**src/rtl/cpu_pkg.sv**
```systemverilog
// Shared definitions for the multi-cycle CPU: opcodes, FSM state encoding and
// the bit positions of the instruction fields.
package cpu_pkg;

    localparam logic [2:0] OP_ADD  = 3'd0;
    localparam logic [2:0] OP_SUB  = 3'd1;
    localparam logic [2:0] OP_AND  = 3'd2;
    localparam logic [2:0] OP_OR   = 3'd3;
    localparam logic [2:0] OP_XOR  = 3'd4;
    localparam logic [2:0] OP_NOT  = 3'd5;
    localparam logic [2:0] OP_SHL  = 3'd6;
    localparam logic [2:0] OP_HALT = 3'd7;

    typedef enum logic [2:0] {
        S_IDLE      = 3'd0,
        S_FETCH     = 3'd1,
        S_DECODE    = 3'd2,
        S_LOAD_A    = 3'd3,
        S_LOAD_B    = 3'd4,
        S_EXECUTE   = 3'd5,
        S_WRITEBACK = 3'd6
    } state_t;

    // Instruction layout, LSB first: opcode(3) | op1(aw) | op2(aw) | res(aw)
    function automatic int op1_lsb(input int aw);
        return 3 + 0 * aw;
    endfunction

    function automatic int op2_lsb(input int aw);
        return 3 + aw;
    endfunction

    function automatic int res_lsb(input int aw);
        return 3 + 2 * aw;
    endfunction

endpackage

```
**src/rtl/cpu_alu.sv**
```systemverilog
// Combinational ALU. carry is the carry-out for ADD, the borrow for SUB and the
// shifted-out MSB for SHL; zero for every other opcode, including HALT.
module cpu_alu
    import cpu_pkg::*;
#(
    parameter int DATA_WIDTH = 8
) (
    input  logic [2:0]            op,
    input  logic [DATA_WIDTH-1:0] a,
    input  logic [DATA_WIDTH-1:0] b,
    output logic [DATA_WIDTH-1:0] result,
    output logic                  carry,
    output logic                  zero
);

    logic [DATA_WIDTH:0] wide;

    always_comb begin
        wide   = '0;
        result = '0;
        carry  = 1'b0;
        case (op)
            OP_ADD: begin
                wide   = {1'b0, a} + {1'b0, b};
                result = wide[DATA_WIDTH-1:0];
                carry  = wide[DATA_WIDTH];
            end
            OP_SUB: begin
                // Top bit of the zero-extended difference is set exactly when a < b.
                wide   = {1'b0, a} - {1'b0, b};
                result = wide[DATA_WIDTH-1:0];
                carry  = wide[DATA_WIDTH];
            end
            OP_AND: result = a & b;
            OP_OR:  result = a | b;
            OP_XOR: result = a ^ b;
            OP_NOT: result = ~a;
            OP_SHL: begin
                result = {a[DATA_WIDTH-2:0], 1'b0};
                carry  = a[DATA_WIDTH-1];
            end
            default: begin
                result = '0;
                carry  = 1'b0;
            end
        endcase
    end

    assign zero = (result == '0);

endmodule

```
**src/rtl/multi_cycle_cpu.sv**
```systemverilog
// Multi-cycle register-to-register CPU: host loads instruction/data memories while
// idle, pulses start, and reads results through the combinational debug port.
//
// state       | meaning
// ------------+------------------------------------------------------------
// S_IDLE      | waiting for start; host memory writes accepted
// S_FETCH     | ir <= imem[pc]
// S_DECODE    | HALT ends the run with done, otherwise continue to operand load
// S_LOAD_A    | a_q <= dmem[op1]
// S_LOAD_B    | b_q <= dmem[op2]
// S_EXECUTE   | r_q <= ALU(a_q, b_q), flags update
// S_WRITEBACK | dmem[res] <= r_q; last instruction ends the run, else pc+1
module multi_cycle_cpu
    import cpu_pkg::*;
#(
    parameter int DATA_WIDTH = 8,
    parameter int DEPTH      = 8,
    parameter int AW         = $clog2(DEPTH),
    parameter int INSTR_W    = 3 + 3 * AW
) (
    input  logic                  clk,
    input  logic                  rstn,
    input  logic                  start,
    input  logic [AW:0]           prog_len,
    input  logic                  imem_we,
    input  logic [AW-1:0]         imem_addr,
    input  logic [INSTR_W-1:0]    imem_wdata,
    input  logic                  dmem_we,
    input  logic [AW-1:0]         dmem_addr,
    input  logic [DATA_WIDTH-1:0] dmem_wdata,
    input  logic [AW-1:0]         dbg_addr,
    output logic [DATA_WIDTH-1:0] dbg_rdata,
    output logic                  busy,
    output logic                  done,
    output logic [AW-1:0]         pc,
    output logic                  zero_flag,
    output logic                  carry_flag
);

    localparam int OP1_LSB = op1_lsb(AW);
    localparam int OP2_LSB = op2_lsb(AW);
    localparam int RES_LSB = res_lsb(AW);

    state_t                state;
    logic [INSTR_W-1:0]    ir;
    logic [DATA_WIDTH-1:0] a_q;
    logic [DATA_WIDTH-1:0] b_q;
    logic [DATA_WIDTH-1:0] r_q;
    logic [AW:0]           len_q;

    logic [INSTR_W-1:0]    imem [DEPTH];
    logic [DATA_WIDTH-1:0] dmem [DEPTH];

    logic [2:0]            opcode;
    logic [AW-1:0]         op1_addr;
    logic [AW-1:0]         op2_addr;
    logic [AW-1:0]         res_addr;
    logic [DATA_WIDTH-1:0] alu_result;
    logic                  alu_carry;
    logic                  alu_zero;
    logic                  last_instr;

    assign opcode     = ir[2:0];
    assign op1_addr   = ir[OP1_LSB +: AW];
    assign op2_addr   = ir[OP2_LSB +: AW];
    assign res_addr   = ir[RES_LSB +: AW];
    assign last_instr = ({1'b0, pc} == (len_q - {{AW{1'b0}}, 1'b1}));
    assign busy       = (state != S_IDLE);
    assign dbg_rdata  = dmem[dbg_addr];

    cpu_alu #(
        .DATA_WIDTH(DATA_WIDTH)
    ) u_alu (
        .op    (opcode),
        .a     (a_q),
        .b     (b_q),
        .result(alu_result),
        .carry (alu_carry),
        .zero  (alu_zero)
    );

    // Memories are never reset so their contents survive a mid-run reset.
    always_ff @(posedge clk) begin
        if (state == S_IDLE && imem_we)
            imem[imem_addr] <= imem_wdata;
        if (state == S_WRITEBACK)
            dmem[res_addr] <= r_q;
        else if (state == S_IDLE && dmem_we)
            dmem[dmem_addr] <= dmem_wdata;
    end

    always_ff @(posedge clk or negedge rstn) begin
        if (!rstn) begin
            state      <= S_IDLE;
            pc         <= '0;
            done       <= 1'b0;
            zero_flag  <= 1'b0;
            carry_flag <= 1'b0;
            ir         <= '0;
            a_q        <= '0;
            b_q        <= '0;
            r_q        <= '0;
            len_q      <= '0;
        end else begin
            done <= 1'b0;
            case (state)
                S_IDLE: begin
                    if (start) begin
                        if (prog_len != '0) begin
                            pc    <= '0;
                            len_q <= prog_len;
                            state <= S_FETCH;
                        end else begin
                            done <= 1'b1;
                        end
                    end
                end
                S_FETCH: begin
                    ir    <= imem[pc];
                    state <= S_DECODE;
                end
                S_DECODE: begin
                    if (opcode == OP_HALT) begin
                        done  <= 1'b1;
                        state <= S_IDLE;
                    end else begin
                        state <= S_LOAD_A;
                    end
                end
                S_LOAD_A: begin
                    a_q   <= dmem[op1_addr];
                    state <= S_LOAD_B;
                end
                S_LOAD_B: begin
                    b_q   <= dmem[op2_addr];
                    state <= S_EXECUTE;
                end
                S_EXECUTE: begin
                    r_q        <= alu_result;
                    zero_flag  <= alu_zero;
                    carry_flag <= alu_carry;
                    state      <= S_WRITEBACK;
                end
                S_WRITEBACK: begin
                    if (last_instr) begin
                        done  <= 1'b1;
                        state <= S_IDLE;
                    end else begin
                        pc    <= pc + AW'(1);
                        state <= S_FETCH;
                    end
                end
                default: state <= S_IDLE;
            endcase
        end
    end

endmodule

```
**config.mk**
```make
export PLATFORM = sky130hd
export DESIGN_NAME = multi_cycle_cpu
export DESIGN_NICKNAME = d
export VERILOG_FILES = /design/src/rtl/cpu_pkg.sv /design/src/rtl/cpu_alu.sv /design/src/rtl/multi_cycle_cpu.sv
export SDC_FILE = /design/constraint.sdc
export NUM_CORES = 1
export LEC_CHECK = 0
export CORE_MARGIN = 1
export CORE_UTILIZATION = 55
export DETAILED_ROUTE_END_ITERATION = 6
export PLACE_DENSITY = 0.82
export SYNTH_ARGS = -nofsm -noshare
export SYNTH_HDL_FRONTEND = slang
export SYNTH_SLANG_ARGS = --single-unit
```
**constraint.sdc**
```tcl
create_clock -name clk -period 2.33 [get_ports clk]
set_input_delay 0.3495 -clock clk [delete_from_list [all_inputs] [get_ports clk]]
set_output_delay 0.3495 -clock clk [all_outputs]
set_load 0.1 [all_outputs]
```
Word-level counts from Yosys, hierarchy flattened --
Memories as Yosys holds them, arrays and structs flattened. A register that Yosys moved wholly into a read port is not among the register bits. Index checks and enable logic that the tools add are counted. Widths: inputs -> output; s select.
Storage, ports and cells: register bits 21, RAM bits 160, logic and storage cells 75, memories kept 2
Operators by class: add/sub/neg operators 4, eq/ne operators 17, mux-type cells 26, bitwise operators 4, reductions and logical operators 15
Memories:
- imem | words 8, bits a word 12, rd ports 1, clocked after memory_dff 1, write ports 1, line multi_cycle_cpu.sv:51 | logic [INSTR_W-1:0] imem [DEPTH];
- dmem | words 8, bits a word 8, rd ports 3, clocked after memory_dff 2, write ports 1, line multi_cycle_cpu.sv:52 | logic [DATA_WIDTH-1:0] dmem [DEPTH];
Operators by type and width (count):
- $pmux 8 s7 | 1
- $eq 3x3->1 const B | 7
- $pmux 3 s7 | 1
- $mux 3 | 6
- $mux 1 | 13
- $eq 3x2->1 const B | 4
- $add 8x8->9 | 1
- $sub 8x8->9 | 1
- $and 8x8->8 | 1
- $logic_not 8->1 | 1
- $mux 8 | 1
- $not 8->8 | 1
- $or 8x8->8 | 1
- $reduce_or 8->1 | 1
- $xor 8x8->8 | 1
- $eq 3x1->1 const B | 2
- $logic_not 3->1 | 2
- $pmux 1 s3 | 2
- $pmux 3 s2 | 1
- $eq 3x4->1 | 1
- $ne 2x2->1 const B | 2
- $reduce_and 4->1 | 1
- $reduce_bool 4->1 | 1
- $sub 4x1->4 const B | 1
- 9 further kinds | 12

Longest topological paths before layout --
Gate-level depths: netlist of the first run.
depth after elaboration 7, gate-level depth with buffers 11, gate-level depth less buffers 11

Hierarchy --
From an unflattened synthesis of the first run, not the netlist that was laid out.
Second synthesis, totals: cells, all modules 741, area, all modules 10784.1 sq um
Modules (own cells, without submodules):
- multi_cycle_cpu | times used 1, cells an instance 536, area each 9313.9 sq um, seq. area each 6030.8 sq um
- cpu_alu | times used 1, cells an instance 205, area each 1470.2 sq um, seq. area each 0.0 sq um

Worst setup path after synthesis of the first run --
No wires, ideal clock.
path kind flip-flop to flip-flop, start register pc[0], end register ir[0] (read register of imem), data arrival time 2353 ps, path slack -160 ps, stages on the path, launching flop included 6, buffers on the path 2, clock period less this slack 2490 ps, cell sequence dfrtp_1 -> buf_2 -> buf_2 -> mux4_2 -> mux2i_1 -> a21oi_1
RTL lines:
- from (decl) | line multi_cycle_cpu.sv:35 | output logic [AW-1:0] pc,
- from (signal assigned) | line multi_cycle_cpu.sv:149 | pc <= pc + AW'(1);
- to (decl) | line multi_cycle_cpu.sv:45 | logic [INSTR_W-1:0] ir;

Worst setup path in the final report of the first run --
start register a_q[0] (read register of dmem), end register zero_flag
Between the ends: longest elaborated chain between the ends 3, elaborated cells between the ends (all ways) 8, those cells by class add/sub (2); mux (1); bitwise (4); reduce/logical (1)
Ends and longest elaborated chain:
- from (decl) | line multi_cycle_cpu.sv:46 | logic [DATA_WIDTH-1:0] a_q;
- $sub 8x8->9, or another cell as far along | line cpu_alu.sv:30 | wide = {1'b0, a} - {1'b0, b};
- $pmux 8 s7 (*) | line cpu_alu.sv:22 | case (op)
- $logic_not 8->1 (*) | line cpu_alu.sv:49 | assign zero = (result == '0);
- to (signal assigned) | line multi_cycle_cpu.sv:140 | zero_flag <= alu_zero;
- to (decl) | line multi_cycle_cpu.sv:36 | output logic zero_flag,
Mark *: on every way between the ends. The rest lies on a longest branch, timed or not. A chain may end at the register's enable or synchronous reset.

==> flow_summary.yaml, run 1 <==
outcome:
  status: "finished with violations"
  violations: "setup timing"
power_and_ir_drop:
  ir_drop_mv: 0.8229
  power_density_nw_per_um2: 1326
  clock_power_share_pct: 22.6
  pwr-share-seq_pct: 30.9
  p_int_mw: 10.83
  p_sw_share_pct: 37.07
  switchingPower_mw: 6.381
  fin_total_pwr_mw: 17.21
  power_frac_comb_pct: 46.4
  p_leak_nw: 4.847
clocking:
  cts-htree-levels: 1
  tritoncts: "built"
  cts_buffer_depth: 3
  path_clk_slew_ns: 0.06
  clock-sinks: 209
  numCtsBuffers: 22
  worstSkewPairLatency_ns: 0.52
  cts-root-buf: "clkbuf_16"
sta:
  tightest_slew_ns: 0.9087
  setup_viol_count_final: 2
  slew_headroom_pct: 39.42
  setup_slack_ns: -0.06003
  hold_violations: 0
  rsz0062_at_grt: "true"
  slew_violations: 0
  fmax_mhz: 418.4
  hold_slack_ns: 0.4274
  timing.setup.tns_ns: -0.06534
  skew_ns: 0.02482
  fin_crit_ns: 2.390
  fin_crit_sh_pct: 102.6
synth:
  ys_async_sr_fraction_pct: 23.44
  syn_inst: 725
  synth_edf_count: 160
  yosysTopAreaCell: "edfxtp_1"
  synth.cell_area_sq_um: 10550
  yosysTopAreaCellShare_pct: 45.55
  ys_top_cells_by_area: "edfxtp_1 (46%), mux4_2 (15%), dfrtp_1 (12%), mux2i_1 (3.2%), ha_1 (3.2%)"
  ys_ff_latch: 209
  synth.avg_cell_area_sq_um: 14.55
  yosys_warnings: 0
  synth_cell_types: 71
  ys_seq_area_share_pct: 57.17
  synth_fp_nets: 792
  ys_dominant_reg_cell: "edfxtp_1"
critical_path:
  crit_type: "reg -> reg"
  r2r-start: "a_q[0]"
  cp-start-kind: "flop"
  r2r-end: "zero_flag"
  critPathCaptureType: "flop"
  critPathMaxFanout: 4
  r2r_cells: 11
  arrival_ns: 2.83
  crit_path_end: "zero_flag"
  required_ns: 2.77
  startpoint: "a_q[0]"
  rrSetupSlack_ns: -0.06
flow_run:
  drv_cap: 0
detailed_routing:
  drtIter0Drc: 779
  drcViolationCount: 0
  wl_per_cell_um: 23.73
  first_pass_iters: 5
  vias: 7144
  antenna_left: 0
  post_drt_via_cell_ratio: 6.459
  routed_wirelength_um: 26250
grt:
  overflow: 0
  grt_max_degree: 41
  antenna_found_initial: 0
  grt_pass1_vias: 7254
  grt_usage_pct: 27.51
  grt_pass1_wl_um: 40480
place:
  dp_hpwl_um: 17280
  io_buffer_count: 52
  place.gp.congestion: 0.9229
floorplan:
  io_pins: 53
  rows: 50
  dieArea_sq_um: 19740
  start_util_pct: 56.21
  die_h_um: 140.5
  core_area_sq_um: 18770
  fp.dieW_um: 140.5
finish:
  drive_gt1_share_pct: 31.77
  syn2layout_area_growth_pct: 23.03
  fin_nets: 923
  diodes: 0
  fill_cells: 1169
hold_path:
  hold_path.class: "in -> reg"
layer usage:
| metal | track usage [%] | up-vias | part of all wire (%) |
|---|---|---|---|
| li1 | - | 3084 | - |
| met1 | 35.32 | 3587 | 39 |
| met4 | 12.41 | 0 | 3.9 |
| met3 | 5.265 | 88 | 7.9 |
| met5 | 0 | - | 0 |
| met2 | 45.87 | 385 | 50 |
kinds of logic (layout without fill, tap and decap cells):
kind of cell | after synthesis | count (layout) | synth area share (%)
adder cells (fa/ha/maj) | 29 | 29 | 3.582
AND/OR/NAND/NOR | 144 | 144 | 6.725
AO/OA/AOI/OAI | 126 | 126 | 7.603
multiplexers | 127 | 127 | 20.84
buffers and inverters | 80 | 227 | 3.250
flip-flops | 209 | 209 | 57.17
XOR/XNOR | 10 | 10 | 0.8302
cell type report:
| class | count | area [sq um] | share of cell area, % |
|---|---|---|---|
| inverters | 34 | 127.6 | 0.9833 |
| well taps | 234 | 292.8 | 2.256 |
| multi-input cells | 436 | 4250 | 32.75 |
| flip-flops and latches | 209 | 6033 | 46.49 |
| repair buffers | 153 | 1450 | 11.17 |
| clock buffers | 29 | 628.1 | 4.839 |
| clock inverters | 11 | 196.4 | 1.514 |
Yosys cell counts (2+ instances only):
cell	n
a211o_1	2
a211oi_1	3
a21oi_1	39
a221oi_1	5
a222oi_1	2
a311oi_1	2
a31oi_1	8
and3_1	2
buf_1	6
buf_2	19
buf_6	2
clkbuf_1	18
dfrtp_1	49
edfxtp_1	160
fa_1	2
ha_1	27
inv_1	32
inv_2	2
mux2_2	21
mux2i_1	34
mux4_2	72
nand2_1	33
nand2b_1	11
nand3_1	5
nand3b_1	4
nor2_1	53
nor2b_1	4
nor3_1	8
nor3b_1	4
nor4_1	2
o211ai_1	2
o21ai_0	35
o21ba_2	2
o21bai_1	3
o22ai_1	3
o2bb2ai_1	2
o31ai_1	2
or2_1	2
or3_1	3
xnor2_1	6
xor2_1	4
metrics by stage:
step                      cell area [sq um]  utilization, %  setup WS (ns)  cells
after floorplan                       10550               -        0.06228    725
after global placement                11990           63.88        -0.1285   1057
after detailed placement              11990           63.88        -0.1270   1057
after CTS                             12940           68.93       -0.01657   1103
after global routing                  12980           69.15        -0.2507   1106
final                                 12980           69.15       -0.06003   1106
critical path, cell delays in order (launching register included):
cell and delay [ns]:
dfrtp_1 0.43, inv_2 0.10, ha_4 0.13, inv_2 0.03, fa_2 0.35, xor2_1 0.15, mux2i_1 0.11, a221oi_2 0.27
nand2_1 0.10, nor4_2 0.29, and3_1 0.19, a32o_1 0.14
flip-flops by register name, summed over array words and instances, names as in the netlist, 3 cells and up:
name / count
len_q: 4
dmem: 64
pc: 3
b_q: 8
a_q: 8
ir: 12
imem: 96
r_q: 8
state: 3
cell usage in the layout, fill, tap and decap left out, types with 30 or more instances in the layout:
cell	instances
a21oi_1	37
buf_4	99
clkdlybuf4s50_1	35
dfrtp_1	47
edfxtp_1	160
mux2i_1	34
mux4_2	72
nand2_1	33
nor2_1	52
o21ai_0	30
what timing repair did:
action,4_1_cts,5_1_grt
hold endpoints to repair,18,0
hold buffers,1,0
setup buffers,4,3
pin swaps,7,8
endpoints found under the setup margin,19,23
cloned,1,0
gates resized for setup,16,10
power by group through the flow:
stage	Sequential (mW)	Combinational [mW]	Clock, mW
global placement	5.32	7.36	0
floorplan	5.39	4.91	0
detailed placement	5.36	7.57	0
global route	5.38	8.55	4.07
finish	5.33	7.99	3.89
CTS	5.31	7.80	3.92
worst min path at each step:
stage                      from        to  slack [ns]  depth (start not counted)
detailed placement       r_q[4]    r_q[4]        0.48                          2
global route        prog_len[2]  len_q[2]        0.48                          2
CTS                 prog_len[0]  len_q[0]        0.43                          3
finish              prog_len[0]  len_q[0]        0.43                          3
floorplan                  rstn    a_q[0]        0.05                          0
global placement         r_q[6]    r_q[6]        0.46                          2
(Power assumes the default switching activity.)
==> inputs of run 2 (changes only) <==
SETUP_SLACK_MARGIN = 0.15   (was unset)
==> run 2 against run 1 <==
The run still ends with setup timing left. Die area unchanged. Sequential share of layout area decreased by 0.30 points. Combinational power increased by 5.8%. Non-clock buffer count increased by 22. Count of clock-buffer cells in the layout increased by 1. Sequential power about the same. Critical path type unchanged. Largest power group unchanged. Highest routed layer unchanged.
==> flow_summary.yaml, run 2 (synthesis gave the netlist of run 1 again) <==
power_and_ir_drop:
  ir_drop_mv: 0.7485
  power_density_nw_per_um2: 1304
  p_leak_nw: 4.917
  fin_total_pwr_mw: 17.05
sta:
  slew_violations: 0
  slew_headroom_pct: 42.45
  timing.setup.tns_ns: -0.09537
  setup_slack_ns: -0.06505
  hold_violations: 0
  skew_ns: 0.01025
  fmax_mhz: 417.5
  fin_crit_ns: 2.395
  fin_crit_sh_pct: 102.8
  tightest_slew_ns: 0.8632
  rsz0062_at_grt: "true"
  setup_viol_count_final: 3
critical_path:
  path_delay_family: "compound AO/OA/AOI/OAI gates"
  cp-start-kind: "flop"
  r2r-start: "b_q[0]"
  required_ns: 2.76
  crit_type: "reg -> reg"
  r2r-end: "zero_flag"
  arrival_ns: 2.82
  rrSetupSlack_ns: -0.07
  crit_path_top_delay_cell: "dfrtp_2"
  r2r_cells: 10
  critPathMaxFanout: 3
  cp_cell_sequence: "ha_4 > inv_2 > fa_2 > nand3b_1 > a21oi_1 > o21bai_4 > xor2_1 > a222oi_1 > and3_1 > a32o_1"
  critPathCaptureType: "flop"
  path_buf_inv: 1
  slowest_delay_ns: 0.42
clocking:
  clock-sinks: 209
  worstSkewPairLatency_ns: 0.50
  cts_buffer_depth: 3
  path_clk_slew_ns: 0.06
  cts-htree-levels: 1
  cts-root-buf: "clkbuf_16"
  tritoncts: "built"
  numCtsBuffers: 22
finish:
  final_cell_count_no_fill: 1127
  diodes: 0
  drive_gt1_share_pct: 34.83
  fin_area_sq_um: 13080
  multi_input_area_sq_um: 4352
  largest_reg_flops: 96
  layout_common_cells: "edfxtp_1 (160), buf_4 (122), mux4_2 (72)"
  fin_nets: 945
  top_regs: "imem: 96 flops, dmem: 64 flops, ir: 12 flops"
  final_common_cell: "edfxtp_1"
  ff_latch_area_sq_um: 6041
  fill_cells: 1125
  syn2layout_area_growth_pct: 23.99
  top_register: "imem"
place:
  placed_cells: 1051
  placed_area_sq_um: 11980
  dp_hpwl_um: 17260
  io_buffer_count: 52
  place.gp.congestion: 0.9407
detailed_routing:
  vias: 7291
  drcViolationCount: 0
  antenna_left: 0
  post_drt_via_cell_ratio: 6.469
  wl_per_cell_um: 24.25
  drtIter0Drc: 797
  routed_wirelength_um: 27340
  first_pass_iters: 7
grt:
  grt_pass1_vias: 7393
  grt_max_degree: 37
  overflow: 0
  antenna_found_initial: 0
  grt_usage_pct: 28.09
  grt_pass1_wl_um: 41610
outcome:
  status: "finished with violations"
  violations: "setup timing"
flow_run:
  drv_cap: 0
hold_path:
  hold_path.class: "in -> reg"
  hold-path-cell-count: 3
  whs_endpoint: "len_q[0]"
  hold_path_startpoint: "prog_len[0]"
floorplan:
  start_util_pct: 56.21
  fp.dieW_um: 140.5
  rows: 50
  dieArea_sq_um: 19740
  die_h_um: 140.5
  core_area_sq_um: 18770
  io_pins: 53
-- run 2: layer usage --
metal / vias up / share of wire, % / global-route usage (%)
met3: 70 / 7.2 / 2.564
met1: 3689 / 38 / 36.50
met5: - / 0 / 0
met2: 417 / 52 / 49.95
li1: 3115 / - / -
met4: 0 / 3.1 / 9.611
-- run 2: how the worst max path moves through the flow --
| stage | start | slack, ns | cells after the start | endpoint |
|---|---|---|---|---|
| floorplan | state[2] | 0.13 | 6 | dmem[6][0] |
| global placement | dbg_addr[0] | -0.07 | 5 | dbg_rdata[1] |
| CTS | a_q[0] | -0.11 | 11 | zero_flag |
| global route | a_q[0] | -0.22 | 11 | zero_flag |
| finish | b_q[0] | -0.07 | 10 | zero_flag |
| detailed placement | a_q[0] | -0.15 | 11 | zero_flag |
-- run 2: through the flow --
stage               utilization (%)  setup WS [ns]  hold WS [ns]
floorplan                         -         0.1262       0.05391
global placement              63.81       -0.07113        0.4665
detailed placement            63.81        -0.1534        0.4799
CTS                           68.74        -0.1090        0.4781
global route                  69.69        -0.2178        0.5084
finish                        69.69       -0.06505        0.4829
-- run 2: area by class of cell --
class / count / share of cell area, %
Tap cell: 234 / 2.238
Multi-Input combinational cell: 436 / 33.27
Clock buffer: 30 / 4.601
Sequential cell: 209 / 46.18
Clock inverter: 9 / 0.5644
Timing Repair Buffer: 175 / 12.17
Inverter: 34 / 0.9757
-- run 2: power breakdown --
part | switching (mW) | leakage (nW) | internal [mW] | total [mW]
logic | 4.66 | 2.56 | 3.79 | 8.45
clock network | 1.37 | 0.331 | 1.92 | 3.29
registers | 0.522 | 2.03 | 4.79 | 5.31
-- run 2: timing repair --
action,CTS,global route
gates resized for setup,13,27
hold endpoints to repair,34,0
pin swaps,17,22
endpoints found under the setup margin,21,147
gates cloned,1,0
hold buffers,1,0
setup buffers,25,10
-- run 2: worst register-to-register path: stages (launching register included) --
cell,delay [ns]
dfrtp_2,0.42
ha_4,0.15
inv_2,0.04
fa_2,0.36
nand3b_1,0.19
a21oi_1,0.17
o21bai_4,0.14
xor2_1,0.08
a222oi_1,0.36
and3_1,0.25
a32o_1,0.16
==> inputs of run 3 (changes only) <==
CAP_MARGIN = 10   (was unset)
CTS_CLUSTER_SIZE = 28   (was unset)
==> results of run 3 <==
The final DEF is identical to that of run 2; final timing and power are the same.
==> RTL change 1: new RTL, config.mk and constraints of run 2 <==
`DEPTH`: 8 -> 4.
--- a/src/rtl/multi_cycle_cpu.sv
+++ b/src/rtl/multi_cycle_cpu.sv
@@ -14,7 +14,7 @@
     import cpu_pkg::*;
 #(
     parameter int DATA_WIDTH = 8,
-    parameter int DEPTH      = 8,
+    parameter int DEPTH      = 4,
     parameter int AW         = $clog2(DEPTH),
     parameter int INSTR_W    = 3 + 3 * AW
 ) (
Ports: changed (6 resized); port bits go from 53 to 45. The function was not compared with the original's and may differ.
==> RTL change 1 against run 2 <==
The flow still finishes with violations (negative setup slack). Power fell by 37%. Design area fell by 43%. Sequential cell count fell by 97. Combinational power fell by 24%. Routed wire length fell by 47%. Area after synthesis fell by 43%. Setup slack got worse by 0.076 ns. Critical endpoint unchanged. Highest routed layer unchanged.
==> RTL change 1: results <==
[run_status]
status = "complete, but fails checks"
violations = "negative setup slack"

[power_and_ir_drop]
ir_drop_uv = 799
p_leak_nw = 2.92

[logic_synthesis]
synth_edf_count = 68
syn_inst = 468
syn_nets = 526
async_flop_share = 0.393
synth_common_cells = "68 x edfxtp_1, 44 x dfrtp_1, 42 x nand2_1"

[setup_path]
arrival_ns = 2.74
cp_slowest_stage_delay_ns = 0.44
rr_startpoint = "a_q[0]"
r2r_cells = 9

[sta]
worst_slew_pin_slew_ns = 0.550
tns_ns = -0.297
setup_viol = 3
fin_skew_ns = 0.00781
finalWorstSetupSlack_ns = -0.141

[cells_and_area]
fillerInstances = 713
drive_gt1_frac = 0.337

[drt]
viasPerCell = 6.12
wl_per_cell_microns = 20.5
drtPass1Iterations = 4

[global_routing]
grt_use_met3 = 0.0353
grt_util_met2 = 0.422
use_met1 = 0.395
grt_first_pass_wirelength_microns = 23200
grt_use_total = 0.271

[clock_tree]
insertion_delay_ns = 0.37
cts-root-buf = "clkbuf_8"
clk_pin_slew_worst_paths_ns = 0.11
htree_levels = 3
cts_buffers = 9
clock_path_buffers = 2

[hold_path]
hp-class = "in -> async"

[place]
dp.cells = 686
io_buffers = 44
routabilityCongestion = 0.927
==> RTL change 1: cells by family (layout without fill, tap and decap cells) <==
logic type      Yosys count  after routing  share of synthesized area
mux                      60             60                      0.173
xor+xnor                  8              8                     0.0116
simple gates            111            111                     0.0908
buf+inv                  55            162                     0.0378
fa+ha+maj                27             27                     0.0586
flops                   112            112                      0.522
compound gates           95             95                      0.106
==> RTL change 1: area by class of cell <==
cell class,count,area [sq um],area share
clock inverters,7,62.6,0.00836
repair buffers,115,1060,0.142
inverters,31,116,0.0155
flip-flops and latches,112,3150,0.420
multi-input cells,301,2800,0.374
well taps,136,170,0.0227
clock buffers,9,124,0.0165
==> RTL change 1: worst max-delay path by stage <==
stage | startpoint | to | slack [ns]
floorplan | a_q[0] | zero_flag | -0.02
global placement | a_q[0] | zero_flag | -0.15
detailed placement | a_q[0] | zero_flag | -0.20
CTS | a_q[1] | zero_flag | -0.12
global route | a_q[0] | zero_flag | -0.24
finish | a_q[0] | zero_flag | -0.14
==> RTL change 1: critical path, delay by kind of cell, from the launching register on <==
family | cells | cell delay, ns
AOI/OAI and AO/OA | 4 | 1.19
DFF | 1 | 0.44
adders and majority gates | 2 | 0.44
and+or+nand+nor | 2 | 0.20
buffers and inverters | 1 | 0.08
==> RTL change 1: metal layers <==
metal / routed length (microns) / up-vias / part of all wire
li1: - / 1971 / -
met4: 438 / 0 / 0.030
met3: 1100 / 37 / 0.076
met2: 7020 / 214 / 0.48
met1: 6050 / 2128 / 0.41
met5: 0 / - / 0
==> RTL change 1: metrics by stage <==
step / setup WS [ns] / hold slack (ns) / power (mW) / cell area (sq um)
2_1_floorplan: -0.0189 / 0.0539 / 6.88 / 6030
4_1_cts: -0.119 / 0.489 / 10.3 / 7340
3_3_place_gp: -0.153 / 0.358 / 8.89 / 7080
3_5_place_dp: -0.205 / 0.369 / 9.05 / 7080
5_1_grt: -0.236 / 0.515 / 11.4 / 7490
6_report: -0.141 / 0.474 / 10.8 / 7490
==> RTL change 1: timing repair <==
| item | in CTS | in global routing |
|---|---|---|
| setup buffers | 4 | 4 |
| setup endpoints to repair | 8 | 8 |
| resized for setup | 11 | 25 |
| pin swaps | 6 | 9 |
| hold buffers | 1 | 0 |
| endpoints found under the hold margin | 20 | 0 |
==> RTL change 1: report_power, final <==
part	switching [mW]	total (mW)	internal [mW]	leakage [nW]
Clock	0.699	1.11	0.414	0.0932
Sequential	0.582	3.27	2.68	1.16
Combinational	3.37	6.44	3.07	1.66
Total	4.65	10.8	6.16	2.92
==> RTL change 2: new RTL, settings of run 2 <==
Made on the original files. Add an input register stage for `prog_len`, without a reset; this delays it by one clock. The other inputs are not delayed to match.
--- a/src/rtl/multi_cycle_cpu.sv
+++ b/src/rtl/multi_cycle_cpu.sv
@@ -40,6 +40,12 @@
     localparam int OP1_LSB = op1_lsb(AW);
     localparam int OP2_LSB = op2_lsb(AW);
     localparam int RES_LSB = res_lsb(AW);
+
+    logic [AW:0] prog_len_q;
+
+    always_ff @(posedge clk) begin
+        prog_len_q <= prog_len;
+    end
 
     state_t                state;
     logic [INSTR_W-1:0]    ir;
@@ -106,9 +112,9 @@
             case (state)
                 S_IDLE: begin
                     if (start) begin
-                        if (prog_len != '0) begin
+                        if (prog_len_q != '0) begin
                             pc    <= '0;
-                            len_q <= prog_len;
+                            len_q <= prog_len_q;
                             state <= S_FETCH;
                         end else begin
                             done <= 1'b1;
Function: changed (a bounded check fails within 4 cycles, from zero or initial values and one cycle with rstn low).
==> RTL change 2 against run 2 <==
The flow still finishes with violations (negative setup slack). Routed wire length rose by 0.43%. Critical path type unchanged. Sequential cell count grew 4. Sequential power increased by 3%. Power increased by 5.1%. Clock skew is 0.017 ns higher. Die area increased by 0.20%. Largest power group unchanged. Maximum frequency grew 1.7%. Setup slack improved by 0.039 ns. Critical path depth shrank 1. Synthesized cell count is 0.41% higher. Area after synthesis grew 0.20%. Largest cell class unchanged. Design area grew 3.1%. Critical endpoint unchanged.
==> RTL change 2: results <==
[drt]
drt_iter0_drc = 650
wl_per_cell_microns = 24.2
wl_met3_microns = 1890
viasPerCell = 6.39
m1WireLength_microns = 10600
dr_wl_met2_microns = 14000
drtPass1Iterations = 6
vias = 7258

[logic_synthesis]
synthAdderAreaFrac = 0.0357
yosys-top-cells-area = "edfxtp_1 45%, mux4_2 16%, dfrtp_1 12%, mux2i_1 3.2%, ha_1 3.2%"
yosysSeqAreaShare = 0.578
synth_common_cells = "160 x edfxtp_1, 73 x mux4_2, 60 x nor2_1"
synth-compound-area-share = 0.0697
async_flop_share = 0.230
synth_mux_area_frac = 0.212
syn_nets = 795
yosys_warnings = 0
synthXorXnorAreaFrac = 0.00829
synth_edf_count = 160
yosys.cell_types.count = 57
syn_inst = 728

[power_and_ir_drop]
p_seq_mw = 5.47
pwr-share-comb = 0.471
ir_drop_uv = 746
switching_share = 0.374
p_leak_nw = 5.03
seq_power_share = 0.305

[sta]
fin_skew_ns = 0.0268
tns_ns = -0.0467
setup_viol = 3
worst_slew_pin_slew_ns = 0.637
finalWorstSetupSlack_ns = -0.0257

[place]
place_area_sq_um = 12100
hpwl_microns = 17200
dpl_worst_slack_ns = -0.137
routabilityCongestion = 0.936

[global_routing]
grt_pass1_vias = 7491
use_met1 = 0.389
grt_use_total = 0.290
grt_use_met3 = 0.0387
grt_util_met2 = 0.482
grt_max_degree = 50
grt_antenna_before_repair = 0
grt_first_pass_wirelength_microns = 42900

[setup_path]
crit_slowest_cell = "dfrtp_1"
cp_slowest_stage_delay_ns = 0.37
arrival_ns = 2.78
r2r_cells = 9

[cells_and_area]
drive_gt1_frac = 0.374
fin_nets = 952
diodes = 0

[clock_tree]
cts_buffers = 24
insertion_delay_ns = 0.53
ctsHoldBuffers = 1
ctsResizeCount = 40
cts_setup_buffers = 27

[run_status]
status = "complete, but fails checks"
violations = "negative setup slack"

[hold_path]
hold_depth = 1
[RTL change 2: cell count changes after synthesis, moves of 4 or more]
cell      change
nand3_1       +4
a221oi_1      -4
clkbuf_1      +5
a21o_1        +4
dfxtp_1       +4
nand2b_1      -4
buf_2         -5
nand2_1       +9
nor2_1        +7
[RTL change 2: cell type report]
class | instances | area, sq um
fillers | 1109 | 5290
repair buffers | 176 | 1650
clock inverters | 14 | 221
well taps | 234 | 293
flip-flops and latches | 213 | 6120
multi-input cells | 440 | 4460
inverters | 30 | 113
clock buffers | 29 | 619
[RTL change 2: path summary, 6_finish.rpt]
kind / startpoint / to / slack [ns]
max in group asynchronous: rstn / pc[0] / 1.38
worst min-delay path: prog_len[3] / prog_len_q[3] / 0.26
worst max register to register: a_q[4] / zero_flag / -0.03
worst min register to register: carry_flag / carry_flag / 0.49
min in group asynchronous: rstn / zero_flag / 0.48
worst max-delay path: a_q[4] / zero_flag / -0.03
